`src/rtl/pic_rw_cmd_sequencer.sv`:
```
// Bus-side front end of an 8259-style PIC.
// Synchronises the CPU strobes, captures written bytes, steps through the
// ICW1..ICW4 initialisation sequence, classifies every write as ICW/OCW with
// a 3-bit word code, and drives the register-read select for the data mux.
//
// Handshake: there is no back-pressure. cw_strobe is a one-cycle valid pulse;
// cw_data/cw_flag are valid in that cycle and hold until the next pulse.
module pic_rw_cmd_sequencer #(
    parameter int SYNC_STAGES = 2
) (
    input  logic       clk,
    input  logic       reset,
    input  logic       cs_n,
    input  logic       wr_n,
    input  logic       rd_n,
    input  logic       a0,
    input  logic [7:0] data_in,
    output logic [7:0] cw_data,
    output logic [2:0] cw_flag,
    output logic       cw_strobe,
    output logic [2:0] read_sel,
    output logic       rd_active,
    output logic       init_done
);

    typedef enum logic [2:0] {
        ST_UNINIT    = 3'd0,
        ST_WAIT_ICW2 = 3'd1,
        ST_WAIT_ICW3 = 3'd2,
        ST_WAIT_ICW4 = 3'd3,
        ST_READY     = 3'd4
    } state_t;

    localparam logic [2:0] FLAG_NONE = 3'd7;

    logic       s_cs_n, s_wr_n, s_rd_n, s_a0;
    logic       prev_wr_n;
    logic       cap_valid;
    logic       cap_a0;
    logic [7:0] cap_data;
    logic       wr_event;
    logic       is_icw1;
    logic       qual_read;
    logic [2:0] next_flag;
    state_t     state;
    logic       sngl;
    logic       ic4;
    logic       sel_isr;

    generate
        if (SYNC_STAGES == 0) begin : g_nosync
            assign {s_cs_n, s_wr_n, s_rd_n, s_a0} = {cs_n, wr_n, rd_n, a0};
        end else begin : g_sync
            // Bundle order {cs_n, wr_n, rd_n, a0}; idle value keeps strobes inactive.
            logic [3:0] sync_q [SYNC_STAGES];

            // Shift the raw bus controls through the synchroniser chain.
            always_ff @(posedge clk) begin
                if (reset) begin
                    for (int i = 0; i < SYNC_STAGES; i++) sync_q[i] <= 4'b1110;
                end else begin
                    sync_q[0] <= {cs_n, wr_n, rd_n, a0};
                    for (int i = 1; i < SYNC_STAGES; i++) sync_q[i] <= sync_q[i-1];
                end
            end

            assign {s_cs_n, s_wr_n, s_rd_n, s_a0} = sync_q[SYNC_STAGES-1];
        end
    endgenerate

    assign wr_event  = s_wr_n && !prev_wr_n && cap_valid;
    assign is_icw1   = !cap_a0 && cap_data[4];
    assign qual_read = !s_rd_n && !s_cs_n && s_wr_n;

    // Capture the byte while a selected write is low; losing cs_n aborts it.
    always_ff @(posedge clk) begin
        if (reset) begin
            prev_wr_n <= 1'b1;
            cap_valid <= 1'b0;
            cap_a0    <= 1'b0;
            cap_data  <= 8'h00;
        end else begin
            prev_wr_n <= s_wr_n;
            if (!s_wr_n && !s_cs_n) begin
                cap_valid <= 1'b1;
                cap_data  <= data_in;
                cap_a0    <= s_a0;
            end else if (!s_wr_n && s_cs_n) begin
                cap_valid <= 1'b0;
            end else if (wr_event) begin
                cap_valid <= 1'b0;
            end
        end
    end

    // Word code the captured byte would get in the current state (7 = ignored).
    always_comb begin
        next_flag = FLAG_NONE;
        if (is_icw1) begin
            next_flag = 3'd0;
        end else begin
            case (state)
                ST_WAIT_ICW2: if (cap_a0) next_flag = 3'd1;
                ST_WAIT_ICW3: if (cap_a0) next_flag = 3'd2;
                ST_WAIT_ICW4: if (cap_a0) next_flag = 3'd3;
                ST_READY:     next_flag = cap_a0 ? 3'd4 : (cap_data[3] ? 3'd6 : 3'd5);
                default:      next_flag = FLAG_NONE;
            endcase
        end
    end

    // Init-sequence FSM with registered command-word outputs.
    always_ff @(posedge clk) begin
        if (reset) begin
            state     <= ST_UNINIT;
            sngl      <= 1'b0;
            ic4       <= 1'b0;
            sel_isr   <= 1'b0;
            init_done <= 1'b0;
            cw_data   <= 8'h00;
            cw_flag   <= FLAG_NONE;
            cw_strobe <= 1'b0;
        end else begin
            cw_strobe <= 1'b0;
            if (wr_event && next_flag != FLAG_NONE) begin
                cw_strobe <= 1'b1;
                cw_flag   <= next_flag;
                cw_data   <= cap_data;
                if (is_icw1) begin
                    state     <= ST_WAIT_ICW2;
                    sngl      <= cap_data[1];
                    ic4       <= cap_data[0];
                    init_done <= 1'b0;
                    sel_isr   <= 1'b0;
                end else begin
                    case (state)
                        ST_WAIT_ICW2: begin
                            if (!sngl) begin
                                state <= ST_WAIT_ICW3;
                            end else if (ic4) begin
                                state <= ST_WAIT_ICW4;
                            end else begin
                                state     <= ST_READY;
                                init_done <= 1'b1;
                            end
                        end
                        ST_WAIT_ICW3: begin
                            if (ic4) begin
                                state <= ST_WAIT_ICW4;
                            end else begin
                                state     <= ST_READY;
                                init_done <= 1'b1;
                            end
                        end
                        ST_WAIT_ICW4: begin
                            state     <= ST_READY;
                            init_done <= 1'b1;
                        end
                        ST_READY: begin
                            // OCW3 with RR set picks IRR/ISR via RIS; RR clear keeps it.
                            if (!cap_a0 && cap_data[3] && cap_data[1]) sel_isr <= cap_data[0];
                        end
                        default: state <= ST_UNINIT;
                    endcase
                end
            end
        end
    end

    // Register the read select one cycle behind the synchronised strobes.
    always_ff @(posedge clk) begin
        if (reset) begin
            rd_active <= 1'b0;
            read_sel  <= 3'b000;
        end else begin
            rd_active <= qual_read;
            if (!qual_read)  read_sel <= 3'b000;
            else if (s_a0)   read_sel <= 3'b011;
            else if (sel_isr) read_sel <= 3'b101;
            else             read_sel <= 3'b001;
        end
    end

endmodule

```
`config.mk`:
```
export PLATFORM = sky130hd
export DESIGN_NAME = pic_rw_cmd_sequencer
export DESIGN_NICKNAME = d
export VERILOG_FILES = /design/src/rtl/pic_rw_cmd_sequencer.sv
export SDC_FILE = /design/constraint.sdc
export NUM_CORES = 1
export LEC_CHECK = 0
export ABC_AREA = 1
export CAP_MARGIN = 5
export CORE_MARGIN = 2
export CORE_UTILIZATION = 54
export CTS_CLUSTER_DIAMETER = 200
export DETAILED_ROUTE_END_ITERATION = 16
export PLACE_DENSITY = 0.9
export SETUP_SLACK_MARGIN = 0.3
export SLEW_MARGIN = 20
export SYNTH_ARGS = -nofsm -noshare
export SYNTH_HDL_FRONTEND = slang
export SYNTH_SLANG_ARGS = --single-unit
```
`constraint.sdc`:
```
create_clock -name clk -period 4.4 [get_ports clk]
set_clock_uncertainty 0.15 [all_clocks]
set_input_delay 1.32 -clock clk [delete_from_list [all_inputs] [get_ports clk]]
set_output_delay 1.32 -clock clk [all_outputs]
set_load 0.02 [all_outputs]
```
* After elaboration in Yosys (flattened, before gate mapping)
Memories as Yosys holds them, arrays and structs flattened. Cells that the tools add are included.
Word-level totals: memory bits (writable) 8, flip-flop bits (word level) 34, memories kept 1, logic and storage cells 80, bits of input ports 14, output and inout bits 17
Memories:
- g_sync.sync_q | words 2, bits a word 4, read ports 2, clocked after memory_dff 0, write ports 2, line 55 | logic [3:0] sync_q [SYNC_STAGES];
Cells by class: bitwise operators 3, reduce and logical (&&, ||, !) cells 25, eq/ne operators 7, muxes and demuxes 29
Operators with widths (count):
- 3-bit 2-to-1 mux | 8
- 3-bit case mux with 4 select lines | 2
- 1-bit 2-to-1 mux | 13
- 1-bit logical AND | 10
- 4-bit 2-to-1 mux | 2
- 3-bit by 2-bit equality test with 1-bit output (second input constant) | 2
- 2-bit 2-to-1 mux | 3
- 3-bit inequality test (second input constant) | 2
- 3-bit AND reduction | 2
- 1-bit zero test | 5
- 2-bit AND reduction | 2
- 2-bit nonzero test | 2
- 4-bit nonzero test | 1
- 3-bit by 1-bit equality test with 1-bit output (second input constant) | 1
- 3-bit equality test (second input constant) | 1
- 1-bit case mux with 3 select lines | 1
- 3-bit nonzero test | 1
- 3-bit OR reduction | 1
- 2-bit inequality test (second input constant) | 1
- 1-bit bitwise OR | 2
- 2-bit OR reduction | 1
- 1-bit inverter | 1

* Longest topological paths before layout
word-level depth 7, gate-level depth with buffers 12, depth with buffers taken out 11

* Worst setup path after synthesis
Ideal clock, no wire load.
path kind input to register, start point in reset, end point reg cap_data[0], setup time 0.065 ns, arrival time 1.881 ns, cell stages on the path 4, setup slack 2.305 ns, data required time 4.185 ns, cells stage by stage inv_1 -> clkbuf_1 -> o21ai_0 -> nor2_1
RTL lines:
- start, declared | line 12 | input logic reset,
- end signal, assigned | line 86 | cap_data <= data_in;
- end, declared | line 40 | logic [7:0] cap_data;

==> results.yml <==
cts:
  post-cts-setup-buffer-count: 0
  cts-hold-fix-buffers: 0
  cts_resized: 0
  clkTransAtPathRegs_ns: 0.12
  root_buffer: "clkbuf_4"
  cts.path.max_buffers: 2
  cts_tree: "built"
  cts_buffers: 5
  clock_latency_ns: 0.35
  h-tree-depth: 2
  cts_sinks: 42
min_path:
  hp-class: "reg2reg"
  hold_depth: 2
grt:
  grt_max_degree: 26
  antenna_found_initial: 0
  first_global_vias: 1257
  grt_remaining_overflow: 0
  grt_pass1_wl_um: 5250
  gr-usage-all-layers_pct: 19.9
logic_synthesis:
  syn_inst: 216
  avgSynthCellArea_um2: 7.72
  netlist.area_leader.share_pct: 50.5
  yosysWarnings: 0
  yosysSeqAreaShare_pct: 50.5
  ys_seq_elements: 42
  yosysUniqueCellTypes: 24
  synthAdderAreaFrac_pct: 0
  yosysTopAreaCell: "dfxtp_1"
  synth_nets: 230
  synth_top_family_by_area: "simple AND/OR/NAND/NOR gates"
  yosys.area_share.simple_pct: 31.2
  yosys-mux-area-fraction_pct: 0
  synth_xor_area_share_pct: 0
  synthTopCellsByArea: "dfxtp_1 (50%), nor2_1 (11%), nand2_1 (7.0%)"
  synth-compound-area-share_pct: 10.2
  syn_area_mm2: 0.00167
critical_path:
  critical_path_arrival_ns: 2.98
  crit_fanout: 25
  cp_data_required_time_ns: 4.54
  cp-start-kind: "input port"
  endpoint_kind: "flop"
  criticalPathCategory: "in2reg"
  reg2reg_depth: 9
drt:
  wl_per_cell_um: 11.0
  via_per_inst: 5.09
  route.detailed.drc: 0
  wl_um: 3100
  ant_nets: 0
  first_pass_iters: 4
  first_iter_violations: 52
  via_count: 1429
power_and_ir_drop:
  peakVddDrop_uv: 225
  leakage_nw: 0.862
  pwr_density_cell_mw_per_mm2: 323
  totalPowerFinal_uw: 659
timing:
  fin_crit_sh_pct: 64.5
  slew_viol_final: 0
  setup_viol: 0
  rsz0062_at_grt: "false"
  period_minus_slack_ns: 2.84
  fin_ws_ns: 1.56
  tightest_slew_ns: 0.628
  setup_tns_ns: 0
  clock.fmax_mhz: 353
  hold_viol_final: 0
  relSlewSlack_pct: 58.1
final_layout:
  multi_input_area_um2: 691
  syn2layout_area_growth_pct: 22.6
  diodes: 0
  drive_gt1_share_pct: 11.7
  seq_area_um2: 841
  fillCellCount: 253
  nets: 261
status:
  outcome: "finished, final reports clean"
floorplan:
  dieArea_mm2: 0.00355
  die_x_um: 59.6
  io-pin-count: 31
  rows: 20
  die_h_um: 59.6
  core_mm2: 0.00300
  initial_core_util_pct: 55.5
placed_design:
  pre_cts_ws_ns: 1.25
  gp_congestion: 0.872
  hpwl_um: 2250
  io_buffer_count: 30
job:
  maxCapViolations: 0
-- worst max-delay path: stages --
cell and delay, ns:
clkdlybuf4s50_1 0.66, inv_1 0.60, o21ai_0 0.24, nor2_1 0.15
-- cell usage in the layout (no fill, tap or decap) --
cell	netlist	routed
a21oi_1	10	10
a21oi_4	1	1
bufinv_16	0	1
clkbuf_4	0	5
clkdlybuf4s50_1	0	30
clkinv_2	0	1
dfxtp_1	42	42
inv_1	20	20
inv_2	2	2
inv_4	1	1
inv_6	0	1
nand2_1	31	31
nand2_2	2	2
nand2_4	1	1
nand3_1	12	12
nand3_2	2	2
nand3_4	1	1
nand4_1	2	2
nor2_1	48	48
nor2_2	4	4
nor3_1	3	3
nor4_1	2	2
o21ai_0	13	13
o21ai_1	6	6
o21ai_2	1	1
or2_2	6	6
-- cells in the mapped netlist, drive strengths merged --
library cell	number
or2	6
o21ai	20
nand2	34
nand4	2
inv	23
buf	2
clkbuf	4
nor3	3
nor4	2
a21oi	11
nor2	52
nand3	15
dfxtp	42
-- area by class of cell --
cell class	count	area share, %
inverter	23	4.35
multi-input combinational	145	33.8
sequential	42	41.2
tap	33	2.02
clock buffer	5	1.84
clock inverter	3	2.14
timing repair buffer	30	14.7
-- sequential cells by signal, summed over array words and instances (netlist names) --
| name | count |
|---|---|
| cap_a0 | 1 |
| cap_valid | 1 |
| prev_wr_n | 1 |
| sngl | 1 |
| init_done | 1 |
| cw_data | 8 |
| sel_isr | 1 |
| state | 3 |
| cw_strobe | 1 |
| ic4 | 1 |
| g_sync.sync_q | 8 |
| rd_active | 1 |
| cw_flag | 3 |
| cap_data | 8 |
| read_sel | 3 |
-- metal layers --
| layer | up-vias | track usage [%] | part of all wire, % |
|---|---|---|---|
| met2 | 53 | 30.8 | 46 |
| li1 | 751 | - | - |
| met1 | 611 | 24.4 | 45 |
| met5 | - | 0 | 0 |
| met4 | 0 | 13.0 | 3.8 |
| met3 | 14 | 5.24 | 5.1 |
-- stage by stage --
| step | utilization [%] | hold WS [ns] | instance area, µm² | std cells |
|---|---|---|---|---|
| after detailed placement | 65.3 | 0.249 | 1960 | 273 |
| final | 68.0 | 0.267 | 2040 | 281 |
| after CTS | 68.0 | 0.266 | 2040 | 281 |
| after global routing | 68.0 | 0.267 | 2040 | 281 |
| after floorplan | - | 0.238 | 1670 | 216 |
| after global placement | 65.3 | 0.242 | 1960 | 273 |
-- where the power goes --
| group | total [mW] | internal (mW) | switching [mW] |
|---|---|---|---|
| clock | 0.245 | 0.121 | 0.125 |
| combinational | 0.0263 | 0.0148 | 0.0115 |
| sequential | 0.387 | 0.385 | 0.00240 |
| total | 0.659 | 0.521 | 0.139 |
-- cell families after synthesis --
group                  Yosys count
AOI/OAI and AO/OA               31
buffers and inverters           29
DFF                             42
and+or+nand+nor                114
-- final timing paths --
path / from / endpoint / slack, ns
hold reg to reg: g_sync.sync_q[0][0]$_SDFF_PP0_ / g_sync.sync_q[0][4]$_SDFF_PP0_ / 0.27
setup reg to reg: state[0]$_SDFFE_PP0P_ / init_done$_SDFFE_PP0P_ / 2.63
hold / removal: g_sync.sync_q[0][0]$_SDFF_PP0_ / g_sync.sync_q[0][4]$_SDFF_PP0_ / 0.27
setup / recovery: reset / cap_data[0]$_SDFFE_PP0P_ / 1.56
Power figures use the tool's default switching activity.
